===== config.mk =====
export PLATFORM = sky130hd
export DESIGN_NAME = scudsp_dma_seq
export DESIGN_NICKNAME = d
export VERILOG_FILES = /design/src/rtl/scudsp_pkg.sv /design/src/rtl/scudsp_dma_seq.sv
export SDC_FILE = /design/constraint.sdc
export NUM_CORES = 1
export LEC_CHECK = 0
export ABC_CLOCK_PERIOD_IN_PS = 2800
export BUFFER_PORTS_ARGS = -buffer_cell sky130_fd_sc_hd__buf_2
export CORE_UTILIZATION = 45
export CTS_CLUSTER_DIAMETER = 50
export CTS_CLUSTER_SIZE = 10
export DETAILED_ROUTE_END_ITERATION = 8
export PLACE_DENSITY = 0.78
export SYNTH_ARGS = -nofsm -noshare
export SYNTH_HDL_FRONTEND = slang
export SYNTH_SLANG_ARGS = --single-unit

===== constraint.sdc =====
create_clock -name clk -period 2.8 [get_ports clk]
set_input_delay 0.56 -clock clk [delete_from_list [all_inputs] [get_ports clk]]
set_output_delay 0.56 -clock clk [all_outputs]
set_load 0.02 [all_outputs]

===== src/rtl/scudsp_pkg.sv =====
// Shared types and helpers for the SCU DSP DMA sequencer.
package scudsp_pkg;

   typedef enum logic [2:0] {
      DMA_IDLE,
      DMA_RRD,
      DMA_BUS,
      DMA_WR,
      DMA_DONE
   } dma_state_e;

   typedef struct packed {
      logic       dir;
      logic [1:0] rams;
      logic       prgw;
      logic       hold;
      logic [8:0] step;
   } dma_cmd_t;

   // ADDI code n>0 selects a byte step of 2^(n+1); code 0 keeps the address fixed.
   function automatic logic [8:0] dma_step(input logic [2:0] addi);
      logic [3:0] sh;
      sh = {1'b0, addi} + 4'd1;
      return (addi == 3'd0) ? 9'd0 : (9'd1 << sh);
   endfunction

   function automatic logic [3:0] bank_onehot(input logic [1:0] bank);
      return 4'b0001 << bank;
   endfunction

endpackage


===== src/rtl/scudsp_dma_seq.sv =====
// SCU DSP DMA sequencer: moves words between the D0 bus and DSP DATA/program RAM,
// one bus request per word, with RA0/WA0 writeback and the T0 busy flag.
module scudsp_dma_seq
   import scudsp_pkg::*;
#(
   parameter int ADDR_W = 27
) (
   input  logic              clk,
   input  logic              rst_n,
   input  logic              ce,
   input  logic              start,
   input  logic              dir,
   input  logic [1:0]        rams,
   input  logic              prgw,
   input  logic              hold,
   input  logic [2:0]        addi,
   input  logic [7:0]        cnt,
   input  logic [ADDR_W-3:0] ra0,
   input  logic [ADDR_W-3:0] wa0,
   output logic              bus_req,
   output logic              bus_we,
   output logic [ADDR_W-1:0] bus_a,
   output logic [31:0]       bus_do,
   input  logic [31:0]       bus_di,
   input  logic              bus_ack,
   output logic [3:0]        ram_we,
   output logic [3:0]        ram_re,
   output logic [31:0]       ram_d,
   input  logic [31:0]       ram_q,
   output logic [3:0]        ct_inc,
   output logic              prg_we,
   output logic [7:0]        prg_a,
   output logic [ADDR_W-3:0] ra0_out,
   output logic [ADDR_W-3:0] wa0_out,
   output logic              ra0_upd,
   output logic              wa0_upd,
   output logic              busy
);

   dma_state_e        state, state_nx;
   dma_cmd_t          cmd, cmd_nx;
   logic [ADDR_W-1:0] addr, addr_nx;
   logic [8:0]        words_left, words_left_nx;
   logic [7:0]        prg_addr, prg_addr_nx;
   logic [31:0]       data_buf, data_buf_nx;
   logic              first_rd, first_rd_nx;
   logic [3:0]        bank_sel;

   always_ff @(posedge clk or negedge rst_n) begin
      if (!rst_n) begin
         state      <= DMA_IDLE;
         cmd        <= '0;
         addr       <= '0;
         words_left <= '0;
         prg_addr   <= '0;
         data_buf   <= '0;
         first_rd   <= 1'b0;
      end else if (ce) begin
         state      <= state_nx;
         cmd        <= cmd_nx;
         addr       <= addr_nx;
         words_left <= words_left_nx;
         prg_addr   <= prg_addr_nx;
         data_buf   <= data_buf_nx;
         first_rd   <= first_rd_nx;
      end
   end

   always_comb begin
      state_nx      = state;
      cmd_nx        = cmd;
      addr_nx       = addr;
      words_left_nx = words_left;
      prg_addr_nx   = prg_addr;
      data_buf_nx   = data_buf;
      first_rd_nx   = 1'b0;
      unique case (state)
         DMA_IDLE: begin
            if (start) begin
               cmd_nx        = '{dir: dir, rams: rams, prgw: prgw & ~dir,
                                 hold: hold, step: dma_step(addi)};
               addr_nx       = {(dir ? wa0 : ra0), 2'b00};
               words_left_nx = {(cnt == 8'd0), cnt};
               prg_addr_nx   = '0;
               state_nx      = dir ? DMA_RRD : DMA_BUS;
            end
         end
         DMA_RRD: begin
            state_nx    = DMA_BUS;
            first_rd_nx = 1'b1;
         end
         DMA_BUS: begin
            // RAM_Q is only valid on the first bus cycle; hold it for the rest of the request.
            if (cmd.dir && first_rd)
               data_buf_nx = ram_q;
            if (bus_ack) begin
               addr_nx = addr + {{(ADDR_W-9){1'b0}}, cmd.step};
               if (!cmd.dir) begin
                  data_buf_nx = bus_di;
                  state_nx    = DMA_WR;
               end else begin
                  words_left_nx = words_left - 9'd1;
                  state_nx      = (words_left == 9'd1) ? DMA_DONE : DMA_RRD;
               end
            end
         end
         DMA_WR: begin
            words_left_nx = words_left - 9'd1;
            if (cmd.prgw)
               prg_addr_nx = prg_addr + 8'd1;
            state_nx = (words_left == 9'd1) ? DMA_DONE : DMA_BUS;
         end
         DMA_DONE: state_nx = DMA_IDLE;
         default:  state_nx = DMA_IDLE;
      endcase
   end

   assign bank_sel = bank_onehot(cmd.rams);

   assign busy    = (state != DMA_IDLE);
   assign bus_req = (state == DMA_BUS);
   assign bus_we  = bus_req & cmd.dir;
   assign bus_a   = addr;
   assign bus_do  = bus_we ? (first_rd ? ram_q : data_buf) : 32'd0;
   assign ram_d   = data_buf;
   assign ram_we  = (state == DMA_WR && !cmd.prgw) ? bank_sel : 4'd0;
   assign ram_re  = (state == DMA_RRD) ? bank_sel : 4'd0;
   assign ct_inc  = ram_we | ram_re;
   assign prg_we  = (state == DMA_WR) & cmd.prgw;
   assign prg_a   = prg_addr;
   assign ra0_out = addr[ADDR_W-1:2];
   assign wa0_out = addr[ADDR_W-1:2];
   assign ra0_upd = (state == DMA_DONE) & ~cmd.hold & ~cmd.dir;
   assign wa0_upd = (state == DMA_DONE) & ~cmd.hold & cmd.dir;

endmodule


# Word-level counts from Yosys, hierarchy flattened
# Index checks and enable logic that the tools add are counted.
# word_totals
register_bits	94
in_bits	135
out_inout_bits	167
wordCells	79
# classes
n_addsub	4
eq_ne	9
shift	2
muxes	27
bitwise_logic	10
n_reduce_logical	16
# ops
cell	n
two-way mux 32 bit	5
two-way mux 27 bit	2
case mux 27 bit (2 select lines)	1
two-way mux 9 bit	4
adder 27 x 9 -> 27 bit	1
case mux 9 bit (3 select lines)	1
two-way mux 25 bit	1
two-way mux 8 bit	2
case mux 8 bit (2 select lines)	1
two-way mux 3 bit	5
case mux 3 bit (4 select lines)	1
== test 9 x 1 -> 1 bit, second input constant	1
<< shifter 1 x 4 -> 9 bit, first input constant	1
subtractor 9 x 1 -> 9 bit, second input constant	1
adder 8 x 1 -> 8 bit, second input constant	1
zero test 8 bit	1
two-way mux 4 bit	2
AND reduction 4 bit	2
AND 1 bit	6
== test 3 x 2 -> 1 bit, second input constant	2
zero test 3 bit	2
AND reduction 3 bit	2
nonzero test 3 bit	2
AND reduction 5 bit	1
14 further kinds	20

# Logic depth before layout (Yosys ltp)
# Gate-level depths: netlist of the first run.
# logic_depth
depth_word	5
ltp_mapped	9
ltp_nobuf	8

# Least setup slack after synthesis of the first run
# No wires, ideal clock.
# synth_path
path_type	reg-to-output
from	reg state[0]
to	out ct_inc[0]
arrival_time_ps	1877
required_time_ps	2240
setup_slack_ps	363
path_stages_with_launch	7
path_cell_list	dfrtp_1 -> buf_2 -> inv_1 -> or3_1 -> clkbuf_1 -> nor3_1 -> or2_1
# synth_lines
element	line_no	text
from (decl)	scudsp_dma_seq.sv:40	dma_state_e state, state_nx;
from (signal assigned)	scudsp_dma_seq.sv:59	state <= state_nx;
== test 3 x 1 -> 1 bit	scudsp_dma_seq.sv:127	assign ram_re = (state == DMA_RRD) ? bank_sel : 4'd0;
two-way mux 4 bit	scudsp_dma_seq.sv:127	
net ram_re[0]	scudsp_dma_seq.sv:27	output logic [3:0] ram_re,
bitwise OR 4 bit	scudsp_dma_seq.sv:128	assign ct_inc = ram_we | ram_re;
to (decl)	scudsp_dma_seq.sv:30	output logic [3:0] ct_inc,
# The timed path passes the listed nets, and every way through them passes these cells.

# Final worst setup path of the first run
# layout_path
from	reg state[0]
to	out ct_inc[0]
# layout_via
elab_chain_len	4
# layout_lines
element	line_no	text
== test 3 x 2 -> 1 bit	scudsp_dma_seq.sv:126	assign ram_we = (state == DMA_WR && !cmd.prgw) ? bank_sel : 4'd0;
logical AND 1 bit	scudsp_dma_seq.sv:126	
two-way mux 4 bit	scudsp_dma_seq.sv:126	
bitwise OR 4 bit *	scudsp_dma_seq.sv:128	
# Mark *: on every way between the ends. The rest lies on a longest branch, timed or not.

==> results of run 1 <==
state kept, by name (all words and copies together), names as in the netlist:
name        flops
prg_a           8
ram_d          32
state           3
first_rd        1
bus_a          27
cmd            14
words_left      9
cells in the final DEF, fill, tap and decap left out, types with 4 or more instances in the layout:
master / count
o22ai_1: 41
nor4_1: 6
nand2_1: 54
a21o_1: 7
a21oi_1: 66
inv_1: 11
o311ai_1: 6
nor3_1: 11
o21ai_0: 14
nand4_1: 8
and2_1: 4
xor2_1: 8
xnor2_1: 4
clkbuf_16: 9
and3_1: 12
nand3_1: 23
buf_4: 13
a2bb2oi_1: 5
buf_2: 300
nor2_1: 108
dfrtp_1: 93
mux2i_1: 47
a31oi_1: 4
mux2_2: 13
nand2b_1: 6
or3_1: 4
o21ai_1: 17
ha_1: 12
kinds of logic (layout without fill, tap and decap cells):
logic type,Yosys count,count (layout),synth area share
multiplexers,60,60,0.09705
other,0,2,0
XOR/XNOR,12,12,0.01654
AND/OR/NAND/NOR,256,256,0.1917
buffers and inverters,115,344,0.1081
AO/OA/AOI/OAI,189,189,0.1898
adder cells (fa/ha/maj),13,13,0.02677
flip-flops,94,94,0.3701
through the flow:
step	hold slack, ps	area, um2
3_3_place_gp	474.2	7600
5_1_grt	218.0	7906
2_1_floorplan	264.4	6356
3_5_place_dp	475.1	7600
4_1_cts	190.1	7901
6_report	186.9	7906
final timing paths:
| check | endpoint | slack [ps] | cells after the start |
|---|---|---|---|
| worst max register to register | bus_a[16] | 430 | 8 |
| min in group clk | cmd[12] | 420 | 3 |
| worst max-delay path | ct_inc[0] | 150 | 5 |
| worst min register to register | cmd[2] | 490 | 2 |
| max in group asynchronous | bus_a[19] | 1990 | 2 |
| worst min-delay path | bus_a[5] | 190 | 1 |
metal layers:
metal  up-vias  GRT usage  share of wire
li1       3051          -              -
met1      2932     0.2984           0.41
met5         -          0              0
met4         0    0.09414          0.018
met2       298     0.4575           0.51
met3        25    0.03632          0.061
power groups by stage:
stage	combinational, mW	clock, mW	sequential (mW)
finish	5.19	1.25	2.64
global placement	5.13	0	2.63
global route	5.63	1.33	2.74
detailed placement	5.19	0	2.66
CTS	5.21	1.28	2.64
floorplan	3.68	0	2.95
final cells by class:
class | count | share of cell area
tap | 180 | 0.02849
multi-input combinational | 530 | 0.4195
antenna | 2 | 0.0006330
clock buffer | 12 | 0.03244
sequential | 94 | 0.2977
timing repair buffer | 316 | 0.2098
inverter | 12 | 0.005697
clock inverter | 4 | 0.005697
==> summary.md, run 1 <==
| Metric | Value |
|---|---|
| Max Cap Viol | 0 |
| Total congestion overflow | 0 |
| Post-CTS setup buffers | 0 |
| Cell taking the most area after synthesis | dfrtp_1 |
| Die height | about 120 um |
| Final net count | 1111 |
| Main synth FF type | dfrtp_1 |
| Synth cell count leaders | 108 x nor2_1, 94 x dfrtp_1, 66 x a21oi_1 |
| CP Launch Point | state[0] |
| Setup-failing EPs final | 0 |
| Worst-Margin Slew | between 600 and 700 ps |
| Gate power share | 0.572 |
| Post-synthesis cell area | ~6400 um2 |
| # placed instances | 1132 |
| Final setup margin | between 100 and 150 ps |
| FF-to-FF Start | bus_a[0] |
| Achievable Freq | around 380 MHz |
| VDD IR max | around 0.66 mV |
| Die Wd | between 100 and 150 um |
| Leakage | 3.971 nW |
| Startpoint types | flip-flop |
| Vias per inst | 5.483 |
| Multi-input gate area | ~3300 um2 |
| Routed via count | between 6000 and 7000 |
| Pwr Total | around 9.1 mW |
| Antenna violations before repair | 2 |
| Post-synthesis sequential area ratio | 0.3701 |
| Largest net degree at the start of global routing | 43 |
| Crit path max-delay family | simple AND/OR/NAND/NOR gates |
| Switching share of total power | 0.5006 |
| Max Clock Skew | 4.597 ps |
| Reg area | between 2000 and 2500 um2 |
| Worst rel slew slack | 0.5999 |
| Crit-path max cell delay | approximately 530 ps |
| Power per standard cell area | ~1100 nW/um2 |
| Number of port buffers | approximately 300 |
| Final Cycle Share | 0.9475 |
| Synth top area cells | dfrtp_1 37%, mux2i_1 7.4%, buf_4 6.4%, nor2_1 6.4%, a21oi_1 5.2% |
| Average cell area after synthesis | 8.601 um2 |
| CTS tree | built |
| Internal Power | 4.536 mW |
| Root Buffer | clkbuf_16 |
| Yosys reg bits | 94 |
| Critical setup path kind | flip-flop to primary output |
| Fraction of layout cells with a size suffix above 1 | 0.3771 |
| Worst slack, placed | 439.4 ps |
| Num Clock Sinks | between 90 and 100 |
| Post-synth cell types | 66 |
| Clock latency on the worst-skew pair | between 300 and 400 ps |
| Hold Fails Final Rpt | 0 |
| DRT antenna net count | 0 |
| Core Util, Final | 0.5718 |
| P_sw | ~4.5 mW |
| Worst hold path type | primary input to asynchronous set/reset pin |
| CP Max Fanout | 10 |
| GRT Util Overall | 0.2519 |
| Routed WL | around 19000 um |
| Critical Path RT | 2240 ps |
| Final TNS setup | 0 ps |
| EDFF count, synth | 0 |
| Status | complete, no violations |
| CTS H-tree depth | 3 |
| Cell with the most instances after synthesis | nor2_1 |
| Final Instance Count excl. Fillers | between 1000 and 1500 |
| Gpl congestion | roughly 0.87 |
| Post-cts resize count | 0 |
| CP bufs+invs | 2 |
| CP Capture Type | primary output |
| Post-CTS Hold Buffers | 0 |
| Initial core utilization | 0.4597 |
| Yosys top cell area share | 0.3701 |
| Clock share of power | 0.138 |
| IO Count | 302 |
| Slowest cell on the critical path | or3_1 |
| Critical path cell sequence | inv_1, or3_1, nor3_1, or2_1, buf_2 |
| Register share of total power | 0.291 |
| Wire per inst | 16.30 um |
| Core Rows | 43 |
| Synth Net Count | 887 |
| Hpwl dp | ~14000 um |
| First-pass GRT wire length | between 20000 and 30000 um |
| Fin. max-slew vios | 0 |
| Syn Inst Count | 739 |
| CTS buffer count | 9 |
| Setup repair after global routing missed its margin | false |
| DR DRC count | 0 |
| Pre-Repair DR Iteration Count | 5 |
| Syn. warnings | 0 |
| Clk buf depth | 2 |
| FFs w/ async S/R, synth | 1.000 |
| Layout area overhead | 24.39% |
| Arr. time, crit path | between 2000 and 2500 ps |
| Vias in the first global route | around 5700 |
| Initial DRC Count | about 400 |
| Clock period minus worst slack | 2653 ps |
| Die area | between 10000 and 15000 um2 |
| CTS clk-pin slew, worst paths | approximately 70 ps |
| Fillers | 1274 |
| Core Region | approximately 14000 um2 |
(Power assumes the default switching activity.)
==> run 2, diff against run 1 <==
--- a/config.mk
+++ b/config.mk
@@ -12,6 +12,7 @@
 export CTS_CLUSTER_SIZE = 10
 export DETAILED_ROUTE_END_ITERATION = 8
 export PLACE_DENSITY = 0.78
+export RECOVER_POWER = 50
 export SYNTH_ARGS = -nofsm -noshare
 export SYNTH_HDL_FRONTEND = slang
 export SYNTH_SLANG_ARGS = --single-unit
==> constraint.sdc (replaced) <==
create_clock -name clk -period 2.8 [get_ports clk]
set_input_delay 0.56 -clock clk [delete_from_list [all_inputs] [get_ports clk]]
set_output_delay 0.56 -clock clk [all_outputs]
set_load 0.05 [all_outputs]
==> run 2 against run 1 <==
Compared with the run above: die area stayed put; sequential share of layout area is 0.31 points higher; utilization is 0.59 points lower; largest cell class unchanged; combinational power is 40% higher; sequential cell count stayed put; fmax hardly changed; wire length is 1.0% lower.
==> summary.md, run 2 (synthesis gave the netlist of run 1 again) <==
| Metric | Value |
|---|---|
| Hold Fails Final Rpt | 0 (unchanged) |
| DRT antenna net count | 0 (unchanged) |
| Arr. time, crit path | 2090 ps (about the same) |
| Most frequent cells in the layout | 217 x buf_2, 107 x nor2_1, 93 x dfrtp_1 |
| Gate power share | 0.649 (+0.077) |
| P_sw | 6.741 mW (+48%) |
| Max Cap Viol | 0 (unchanged) |
| DR DRC count | 0 (unchanged) |
| Switching share of total power | 0.6032 (+0.1026) |
| Die area | 14600 um2 (unchanged) |
| Clock latency on the worst-skew pair | 340 ps (about the same) |
| Routed WL | 18550 um (-1.0%) |
| Total congestion overflow | 0 (unchanged) |
| Crit-path max cell delay | 480 ps (-50 ps) |
| CTS buffer count | 9 (unchanged) |
| Die Wd | 120.8 um (unchanged) |
| Internal Power | 4.434 mW (-2.3%) |
| First-pass GRT wire length | 28830 um (+0.63%) |
| Largest net degree at the start of global routing | 49 (+14%) |
| Fin. max-slew vios | 0 (unchanged) |
| Gpl congestion | 0.8379 (-3.3%) |
| Antenna violations before repair | 0 (-2) |
| Critical Path RT | 2240 ps (about the same) |
| Wire per inst | 16.11 um (-1.1%) |
| Hold Slack | 416.4 ps (+229.4 ps) |
| Critical setup path kind | flip-flop to primary output |
| ANT cells | 0 (-2) |
| Fraction of layout cells with a size suffix above 1 | 0.2976 (-0.07943) |
| Achievable Freq | 376.8 MHz (about the same) |
| Clk buf depth | 2 (unchanged) |
| Initial core utilization | 0.4597 (unchanged) |
| Status | complete, no violations |
| Top layer in use | met4 |
| Vias in the first global route | 5778 (+1.8%) |
| Vias per inst | 5.448 (-0.64%) |
| Initial DRC Count | 377 (-8.5%) |
| Startpoint types | flip-flop |
| Crit path max-delay family | simple AND/OR/NAND/NOR gates |
| Num Clock Sinks | 94 (unchanged) |
| Core Region | 13830 um2 (unchanged) |
| Core Util, Final | 0.5659 (-0.005881) |
| Clock share of power | 0.111 (-0.027) |
| CTS clk-pin slew, worst paths | 60 ps (about the same) |
| Post-route cell area | 7825 um2 (-1.0%) |
| CP bufs+invs | 3 (+1) |
| Layout area overhead | 23.11% |
| Final net count | 1114 (+0.27%) |
| Worst slack, placed | 403.2 ps (-36.20 ps) |
| Worst-Margin Slew | 1249 ps (+648.7 ps) |
| GRT Util Overall | 0.2510 (-0.0008658) |
| Most common cell after layout, fill and taps aside | buf_2 |
| Clock period minus worst slack | 2654 ps (+1.303 ps) |
| Routed via count | 6271 (-0.56%) |
| Pre-Repair DR Iteration Count | 4 (-1) |
| Final Cycle Share | 0.9479 (about the same) |
| Worst rel slew slack | 0.1674 (-0.4325) |
| Final TNS setup | 0 ps (unchanged) |
| Power per standard cell area | 1428 nW/um2 (+24%) |
| Hpwl dp | 13880 um (-2.3%) |
| Core Rows | 43 (unchanged) |
| VDD IR max | 1.466 mV (+120%) |
| Final setup margin | 145.8 ps (-1.303 ps) |
| Critical path cell sequence | nor2b_4, nand2_2, inv_2, nand2_1, buf_6, nor2_1, buf_2 |
| IO Count | 302 (unchanged) |
| CTS tree | built |
| Metal-1 WL | 7898 um (+3.6%) |
| Die height | 120.8 um (unchanged) |
| Leakage | 3.753 nW (-5.5%) |
| CP Max Fanout | 29 (+19) |
| Met2 wire length | 9391 um (-2.4%) |
| Slowest cell on the critical path | dfrtp_1 |
| Number of port buffers | 301 (unchanged) |
| Worst hold path type | primary input to flip-flop |
| CP Capture Type | primary output |
| Largest register FFs | 32 (unchanged) |
| Root Buffer | clkbuf_16 |
| Setup-failing EPs final | 0 (unchanged) |
| Setup repair after global routing missed its margin | false |
| Max Clock Skew | 8.574 ps (+3.977 ps) |
| CTS H-tree depth | 3 (unchanged) |
| Register share of total power | 0.240 (-0.051) |
| DP Area | 7615 um2 (+0.20%) |
| Met3 wire length | 986 um (-14%) |
==> run 2: changes by cell type in the layout (fill, tap and decap cells not counted), moves of 2 or more <==
cell | before | now
buf_2 | 300 | 217
clkinv_2 | 3 | 1
buf_4 | 13 | 15
clkbuf_2 | 0 | 2
diode_2 | 2 | 0
clkbuf_1 | 1 | 81
buf_12 | 3 | 1
clkbuf_4 | 0 | 4
==> run 2: worst paths after layout <==
check                            end  depth (start not counted)      from  slack (ps)
min in group asynchronous     cmd[6]                          1     rst_n         450
min reg2reg                   cmd[4]                          2    cmd[4]         490
min                          cmd[11]                          3   rams[0]         420
max                        bus_do[9]                          7  state[2]         150
max in group asynchronous   prg_a[6]                          2     rst_n         520
max reg2reg                bus_a[16]                          8  bus_a[0]         450
==> run 2: repair_timing <==
action	in CTS	in global routing
endpoints found under the setup margin	0	29
buffers inserted	0	2
hold buffers	0	0
gates resized for setup	0	5
==> run 2: cell type report <==
class,count,area [um2]
Inverter,12,45.04
Fill cell,1312,6002
Clock inverter,3,42.54
Timing Repair Buffer,319,1567
Sequential cell,94,2354
Multi-Input combinational cell,530,3332
Tap cell,180,225.2
Clock buffer,13,260.3
==> run 2: stage by stage <==
stage                     std cells  power [mW]
after global routing           1151       11.84
after floorplan                 739       8.799
final                          1151       11.18
after global placement         1133       9.928
after CTS                      1149       11.32
after detailed placement       1133       10.03
==> run 2: power groups by stage <==
stage                     logic (mW)  clock network, mW  registers, mW
after floorplan                 4.91                  0           3.89
after global placement          7.28                  0           2.65
after detailed placement        7.36                  0           2.68
after CTS                       7.38               1.28           2.66
after global routing            7.73               1.33           2.77
final                           7.26               1.24           2.68
==> run 2: routing by layer <==
metal  global-route usage  up-vias
li1                     -     3061
met2               0.4400      208
met1               0.3147     2979
met4              0.07948        0
met3              0.03915       23
met5                    0        -
==> run 2: worst register-to-register path: stages, from the launching register on <==
cell and delay, ps:
dfrtp_1 400, ha_1 230, fa_1 400, a21o_1 230
a221oi_4 370, o22ai_4 190, a21o_1 220, a21oi_1 140
a21oi_1 50
